### src/rtl/eco32_core_ifu_evm_mch.sv
`default_nettype none
//----------------------------------------------------------------------------
// Module      : eco32_core_ifu_evm_mch
// Description : Event-source multiplexer for the ECO32 IFU event machine.
//               Each source channel owns a one-deep slot (pending flag plus
//               captured event id / register index). A round-robin arbiter
//               picks one pending slot at a time, presents it to the thread
//               sequencer through a req/ack handshake and, with REARM=0,
//               waits for a full low->high cycle of sys_event_ena before it
//               grants again.
// Revision    : 1.0 - initial release
//----------------------------------------------------------------------------
// Ports
//   clk, rst        clock; asynchronous active-high reset
//   i_stb           per-channel strobe, held by the source until i_ack
//   i_eid, i_erx    packed per-channel event id / register index
//   i_ack           per-channel capture acknowledge (combinational)
//   o_req, o_ack    request to / acceptance from the thread sequencer
//   o_ch/o_eid/o_erx granted channel, event id and register index
//   o_pend          slot-occupied flags
//   o_busy          arbiter FSM not idle
//   sys_event_ena   global event enable (gates new captures only)
//----------------------------------------------------------------------------
module eco32_core_ifu_evm_mch #(
  parameter int CHANNELS = 4,
  parameter int EID_W    = 4,
  parameter int ERX_W    = 4,
  parameter int REARM    = 0,
  localparam int CH_W    = (CHANNELS > 2) ? $clog2(CHANNELS) : 1
) (
  input  logic                      clk,
  input  logic                      rst,
  input  logic [CHANNELS-1:0]       i_stb,
  input  logic [CHANNELS*EID_W-1:0] i_eid,
  input  logic [CHANNELS*ERX_W-1:0] i_erx,
  output logic [CHANNELS-1:0]       i_ack,
  output logic                      o_req,
  output logic [CH_W-1:0]           o_ch,
  output logic [EID_W-1:0]          o_eid,
  output logic [ERX_W-1:0]          o_erx,
  input  logic                      o_ack,
  output logic [CHANNELS-1:0]       o_pend,
  output logic                      o_busy,
  input  logic                      sys_event_ena
);

  localparam logic [2:0] S_IDLE = 3'd0;
  localparam logic [2:0] S_LOAD = 3'd1;
  localparam logic [2:0] S_REQ  = 3'd2;
  localparam logic [2:0] S_WDIS = 3'd3;
  localparam logic [2:0] S_WENA = 3'd4;
  localparam logic [2:0] S_REL  = 3'd5;

  logic [2:0]          r_state;
  logic [2:0]          w_state_nxt;
  logic [CHANNELS-1:0] r_pend;
  logic [EID_W-1:0]    r_seid [CHANNELS];
  logic [ERX_W-1:0]    r_serx [CHANNELS];
  logic                r_ena_q;
  logic [CH_W-1:0]     r_last;
  logic [CH_W-1:0]     r_g;
  logic [CH_W-1:0]     r_ch;
  logic [EID_W-1:0]    r_eid;
  logic [ERX_W-1:0]    r_erx;

  logic [CHANNELS-1:0] w_ack;
  logic [CHANNELS-1:0] w_clr;
  logic [CH_W-1:0]     w_next_g;
  int                  w_dist;
  int                  w_best;

  // A slot accepts only while empty; a set pend bit also keeps the source
  // holding its strobe. The rst term keeps every ack low during reset even
  // though the cleared pend bits would otherwise let a strobe through.
  assign w_ack  = i_stb & ~r_pend & {CHANNELS{sys_event_ena & ~rst}};
  assign i_ack  = w_ack;
  assign o_pend = r_pend;
  assign o_req  = (r_state == S_REQ);
  assign o_busy = (r_state != S_IDLE);
  assign o_ch   = r_ch;
  assign o_eid  = r_eid;
  assign o_erx  = r_erx;

  // The granted slot is released at the end of its LOAD cycle.
  assign w_clr = (r_state == S_LOAD) ?
                 ({{(CHANNELS-1){1'b0}}, 1'b1} << r_g) : '0;

  // Round-robin pick: the pending channel with the smallest upward distance
  // from last_grant+1 (modulo CHANNELS) wins.
  always_comb begin
    w_next_g = '0;
    w_best   = CHANNELS;
    w_dist   = 0;
    for (int k = 0; k < CHANNELS; k++) begin
      w_dist = k - int'(r_last) - 1;
      if (w_dist < 0) w_dist = w_dist + CHANNELS;
      if (r_pend[k] && (w_dist < w_best)) begin
        w_best   = w_dist;
        w_next_g = CH_W'(k);
      end
    end
  end

  always_comb begin
    w_state_nxt = r_state;
    case (r_state)
      S_IDLE: if (|r_pend) w_state_nxt = S_LOAD;
      S_LOAD: w_state_nxt = S_REQ;
      S_REQ:  if (o_ack) w_state_nxt = (REARM != 0) ? S_IDLE : S_WDIS;
      // The wait states look at the registered enable so the toggle is
      // observed on a clean, synchronised copy.
      S_WDIS: if (!r_ena_q) w_state_nxt = S_WENA;
      S_WENA: if (r_ena_q) w_state_nxt = S_REL;
      S_REL:  w_state_nxt = S_IDLE;
      default: w_state_nxt = S_IDLE;
    endcase
  end

  always_ff @(posedge clk or posedge rst) begin
    if (rst) begin
      r_state <= S_IDLE;
      r_pend  <= '0;
      r_ena_q <= 1'b0;
      r_last  <= CH_W'(CHANNELS - 1);
      r_g     <= '0;
      r_ch    <= '0;
      r_eid   <= '0;
      r_erx   <= '0;
      for (int k = 0; k < CHANNELS; k++) begin
        r_seid[k] <= '0;
        r_serx[k] <= '0;
      end
    end else begin
      r_state <= w_state_nxt;
      r_ena_q <= sys_event_ena;
      // No set/clear conflict: the channel being cleared has its pend bit
      // set in LOAD, so its ack is low in that cycle.
      r_pend  <= (r_pend & ~w_clr) | w_ack;
      for (int k = 0; k < CHANNELS; k++) begin
        if (w_ack[k]) begin
          r_seid[k] <= i_eid[k*EID_W +: EID_W];
          r_serx[k] <= i_erx[k*ERX_W +: ERX_W];
        end
      end
      if ((r_state == S_IDLE) && (|r_pend)) begin
        r_g <= w_next_g;
      end
      if (r_state == S_LOAD) begin
        r_ch   <= r_g;
        r_eid  <= r_seid[r_g];
        r_erx  <= r_serx[r_g];
        r_last <= r_g;
      end
    end
  end

endmodule
`default_nettype wire

### config.mk
export PLATFORM = sky130hd
export DESIGN_NAME = eco32_core_ifu_evm_mch
export DESIGN_NICKNAME = d
export VERILOG_FILES = /design/src/rtl/eco32_core_ifu_evm_mch.sv
export SDC_FILE = /design/constraint.sdc
export NUM_CORES = 1
export LEC_CHECK = 0
export ABC_AREA = 1
export CELL_PAD_IN_SITES_DETAIL_PLACEMENT = 0
export CELL_PAD_IN_SITES_GLOBAL_PLACEMENT = 1
export CORE_MARGIN = 1
export CORE_UTILIZATION = 39
export CTS_CLUSTER_DIAMETER = 60
export DETAILED_ROUTE_END_ITERATION = 8
export HOLD_SLACK_MARGIN = 0.05
export PLACE_DENSITY_LB_ADDON = 0.12
export SLEW_MARGIN = 20
export SYNTH_ARGS = -nofsm -noshare
export SYNTH_HDL_FRONTEND = slang
export SYNTH_SLANG_ARGS = --single-unit
### constraint.sdc
create_clock -name clk -period 4.8 [get_ports clk]
set_clock_uncertainty 0.1 [all_clocks]
set_input_delay 0.72 -clock clk [delete_from_list [all_inputs] [get_ports clk]]
set_output_delay 0.72 -clock clk [all_outputs]
set_load 0.02 [all_outputs]
Word level (Yosys, flattened, before mapping)
Index checks and enable logic that the tools add are counted.
- bits in registers: 54
- bits in latches: 0
- memory bits (writable): 0
- memory bits (read-only): 0
- bits of input ports: 40
- output and inout bits: 20
- logic and storage cells: 86
- memories: 0
- add/subtract/negate cells: 12
- multipliers: 0
- div/mod/pow operators: 0
- order comparisons: 9
- equality and inequality tests: 8
- shift operators: 1
- multiplexer cells: 22
- bitwise gates (word level): 9
- reductions and logical operators: 9
- operators with widths (operator ; number):
    32-bit 2-to-1 mux ; 7
    32-bit less-than comparator ; 3
    32-bit by 4-bit less-than comparator with 1-bit output (second input constant) ; 1
    4-bit by 4-bit adder with 5-bit output (second input constant) ; 4
    4-bit 2-to-1 mux ; 5
    4-bit binary-select mux with 2-bit select ; 2
    4-bit by 1-bit less-than comparator with 1-bit output (second input constant) ; 4
    3-bit by 2-bit subtractor with 4-bit output (second input constant) ; 4
    3-bit one-hot mux with 5 select lines ; 1
    4-bit AND ; 3
    3-bit 2-to-1 mux ; 4
    4-bit NOT ; 2
    3-bit by 2-bit == test with 1-bit output (second input constant) ; 2
    2-bit inequality test (second input constant) ; 3
    1-bit by 2-bit subtractor with 3-bit output (first input constant) ; 2
    2-bit by 2-bit subtractor with 3-bit output (first input constant) ; 2
    1-bit logical AND ; 5
    2-bit 2-to-1 mux ; 2
    4-bit OR ; 1
    4-bit AND reduction ; 1
    4-bit OR reduction ; 1
    1-bit by 2-bit << shifter with 4-bit output (first input constant) ; 1
    3-bit by 1-bit == test with 1-bit output (second input constant) ; 1
    3-bit == test (second input constant) ; 1
    other kinds (8) ; 8

Longest topological paths before layout
- word-level depth: 16
- gate-level depth with buffers: 25
- gate-level depth less buffers: 25

Worst setup path after synthesis
Ideal clock, no wire load.
- path kind: input-to-output
- start point: in rst
- end point: out i_ack[2]
- data arrival time: 2933 ps
- required time: 3980 ps
- slack: 1047 ps
- stages on the path: 4
- path buffers: 1
- path through: inv_1 nand2_1 nor3_1 clkbuf_1
- longest elaborated chain between the ends: 3
- ends and longest elaborated chain (item ; line ; source):
    start, declared ; 32 ; input logic rst,
    1-bit NOT ; 75 ; assign w_ack = i_stb & ~r_pend & {CHANNELS{sys_event_ena & ~rst}};
    1-bit AND ; 75 ;
    4-bit AND ; 75 ;
    end, declared ; 36 ; output logic [CHANNELS-1:0] i_ack,
No other way between the ends.

Worst setup path in the final report
- start point: in sys_event_ena
- end point: out i_ack[1]
- longest elaborated chain between the ends: 2
- ends and longest elaborated chain (item ; line ; source):
    start, declared ; 44 ; input logic sys_event_ena
    1-bit AND ; 75 ;
    4-bit AND ; 75 ;
No other way between the ends.

==> impl.org <==
** Finish
- Most common cell after layout, fill and taps aside :: nand2_1
- Non-filler instance count after layout :: 491
- After routing the design area is 0.00347 mm^2.
- Layout overhead on the synthesized area :: 29.1%
- In the final layout, the share of cells above drive strength 1 is 0.0507.
- In the layout the commonest cells are nand2_1, clkdlybuf4s50_1, dfrtp_1.
- Ant. Diodes :: 0
- Number of nets in the final layout :: 463

** Critical path
- Data on the critical path arrives at its endpoint at 2580 ps.
- The slowest stage of the critical path is the clkdlybuf4s50_1 cell.
- CP max stage delay :: 670 ps
- In this run the worst setup path terminates at i_ack[1].
- Tracing the worst setup path back leads to its startpoint at sys_event_ena.
- The critical path is of the primary input to output port type.
- The worst setup path is launched from a primary input.
- STA classifies the critical path endpoint as an output port.
- The startpoint identified for the worst register-to-register timing path is r_last[0].
- Walking the worst path, the cells encountered are clkdlybuf4s50_1 -> nand2_1 -> inv_1 -> nand3_1 -> inv_1 -> clkdlybuf4s50_1.
- Reg2reg setup slack :: 1430 ps
- For the worst setup path, the data required time is 3980 ps.
- The worst register-to-register path ends at r_g[0].
- Along the worst path, the maximum fanout reaches 14.
- Depth of the worst register-to-register path :: 24

** Global route
- The first global-routing pass estimated 10.9 mm of wire.
- Number of global-route vias before repair :: 2329
- Entering global routing, the biggest net connects 55 pins.
- Antenna violations before repair :: 0
- Global-route total usage across every layer :: 0.194
- Global routing finished with a remaining overflow of 0.

** Drt
- The first routing iteration left 89 violations.
- Summed over all layers, the routed wires come to 6.27 mm.
- Via density per instance :: 4.82
- Detailed Routing Iterations Pass 1 :: 4
- In the routed design, unresolved DRC markers number 0.
- Count of vias placed by the detailed router :: 2366
- The count of nets left with antenna violations once routing finished came out at 0.
- After detailed routing, the average wire length per cell comes to 12.8 um.

** Timing
- Final period util :: 0.708
- The tightest hold path in the finished design has a slack of 371 ps.
- The final number of hold-violating endpoints is 0.
- Setup violations remaining at the end of the flow were counted as 0.
- Unrepaired setup endpoints after global routing :: false
- Pins over their slew limit :: 0
- For the finished layout, the period the worst path requires is 3400 ps.
- Worst slew pin tran :: 740 ps
- Max Fclk :: 294 MHz
- Adding up every negative setup slack in the final design gives 0 ps.
- Headroom to the max-slew limit came out at 0.507.

** Die
- The floorplan step defined a die boundary enclosing 0.00723 mm^2.
- In this run the vertical extent of the chip is 85.0 um.
- Die extent in x :: 85.0 um
- Number of rows in the core area :: 29
- 60 I/O pins were placed.
- The initial utilization of the core area, before any placement, comes to 0.414.
- The region available for standard cell placement spans 0.00649 mm^2.

** Clock network
- The later pin in the worst-skew pair is clocked with a latency of 300 ps.
- Clock tree synthesis inserted a total of 5 buffers.
- Clock transition time at the flip-flop clock pins of the worst setup and hold paths :: 90 ps
- CTS tree :: yes
- Clk sink count :: 54
- # H-tree levels :: 2
- Clk buf depth :: 2
- CTS Hold Buffers Added :: 0
- After clock tree synthesis, the setup repair step added 0 buffers.
- Post-CTS repair changed the size of 0 cells.
- Clock Tree Root :: clkbuf_8

** Pwr
- In this run the power density over the cells is 659 mW/mm^2.
- The worst-case IR drop observed on VDD is 251 uV.
- Power comes to 2290 uW.
- Summed over all cells, the static leakage comes to 0.00176 uW.

** Yosys
- Avg Inst Size Synth :: 7.70 um^2
- Synth Register Bits :: 54
- Sequential fraction of the synthesis area :: 0.504
- Gate Count Post-Synth :: 349
- Number of unique standard cell types used by synthesis :: 28
- The mapped netlist covers 0.00269 mm^2.
- After synthesis, the cell types taking the most area are dfrtp_1, nand2_1, o21ai_0, inv_1, ha_1.
- The share of synthesized area in the top cell type comes to 0.484.
- Warnings, synthesis :: 0
- Summed over all instances, the cell type with the most area after synthesis is dfrtp_1.

** Placed design
- Placed Cells incl. Taps :: 483
- Area post-placement :: 0.00339 mm^2
- Buffers placed on the I/O ports in this run total 59.
- Placed wire-length estimate :: 4.78 mm
- Final RePlAce weighted congestion :: 0.820

** Min path
- Along the worst hold path, the cell count comes to 2.
- The path class of the tightest hold or removal check is flop to flop.

** Flow run
- Max-cap viol count :: 0

** Outcome
- Outcome :: completed
## report_power, final
group	internal [uW]	total, uW	switching [uW]	leakage (uW)
logic	499	1190	694	0.00106
clock network	103	241	138	0.0000385
registers	675	853	178	0.000663
total	1280	2290	1010	0.00176
## registers in the layout, indices dropped and copies added (netlist names), 3 cells and up
name     flops
r_state      3
o_eid        4
r_seid      16
o_pend       4
o_erx        4
r_serx      16
## metrics by stage
step / util / setup slack (ps)
finish: 0.534 / 1400
global route: 0.534 / 1060
CTS: 0.534 / 1370
detailed placement: 0.521 / 1370
global placement: 0.521 / 1410
floorplan: - / 1050
## worst min path at each step
| stage | start | to | slack (ps) |
|---|---|---|---|
| after global routing | r_seid[12] | r_seid[12] | 390 |
| after detailed placement | r_seid[13] | r_seid[13] | 350 |
| final | r_seid[15] | r_seid[15] | 370 |
| after CTS | r_seid[13] | r_seid[13] | 380 |
| after global placement | r_seid[13] | r_seid[13] | 350 |
| after floorplan | r_serx[4] | r_serx[4] | 340 |
## cells by family after synthesis
group / Yosys count / synth area share
AO/OA/AOI/OAI: 57 / 0.112
XOR/XNOR: 2 / 0.00652
adder cells (fa/ha/maj): 10 / 0.0466
buffers and inverters: 54 / 0.0754
flip-flops: 54 / 0.504
other: 1 / 0.00140
AND/OR/NAND/NOR: 171 / 0.254
## synthesized netlist by cell type
| master | instances |
|---|---|
| nor2_1 | 14 |
| or2_1 | 1 |
| o31ai_1 | 1 |
| a31oi_1 | 1 |
| xnor2_1 | 1 |
| clkinv_1 | 2 |
| nor4_1 | 1 |
| nor3_1 | 5 |
| nand2_1 | 143 |
| nand2_2 | 1 |
| clkbuf_1 | 8 |
| inv_1 | 43 |
| a21oi_1 | 9 |
| o21ai_0 | 39 |
| inv_2 | 1 |
| o21ai_1 | 1 |
| a211oi_1 | 1 |
| a21boi_0 | 1 |
| xor2_1 | 1 |
| nor3_2 | 2 |
| conb_1 | 1 |
| o22ai_1 | 3 |
| nand3_1 | 2 |
| dfstp_2 | 2 |
| nand3_2 | 2 |
| ha_1 | 10 |
| a31o_2 | 1 |
| dfrtp_1 | 52 |
## routing by layer
metal | global-route usage | part of all wire | vias to the layer above
met1 | 0.246 | 0.44 | 1103
met2 | 0.332 | 0.49 | 46
li1 | - | - | 1206
met3 | 0.0379 | 0.045 | 11
met4 | 0.0693 | 0.020 | 0
met5 | 0 | 0 | -
## final cells by class
| cell class | instances | area [um^2] |
|---|---|---|
| multi-input cells | 242 | 1130 |
| repair buffers | 64 | 628 |
| inverters | 46 | 173 |
| fillers | 674 | 3030 |
| flip-flops and latches | 54 | 1350 |
| clock inverters | 1 | 7.51 |
| clock buffers | 7 | 76.3 |
| well taps | 77 | 96.3 |
## worst max-delay path, delay by kind of cell
kind	cells	cell delay [ps]
buf+inv	4	1560
simple gates	2	290
Power figures use the tool's default switching activity.
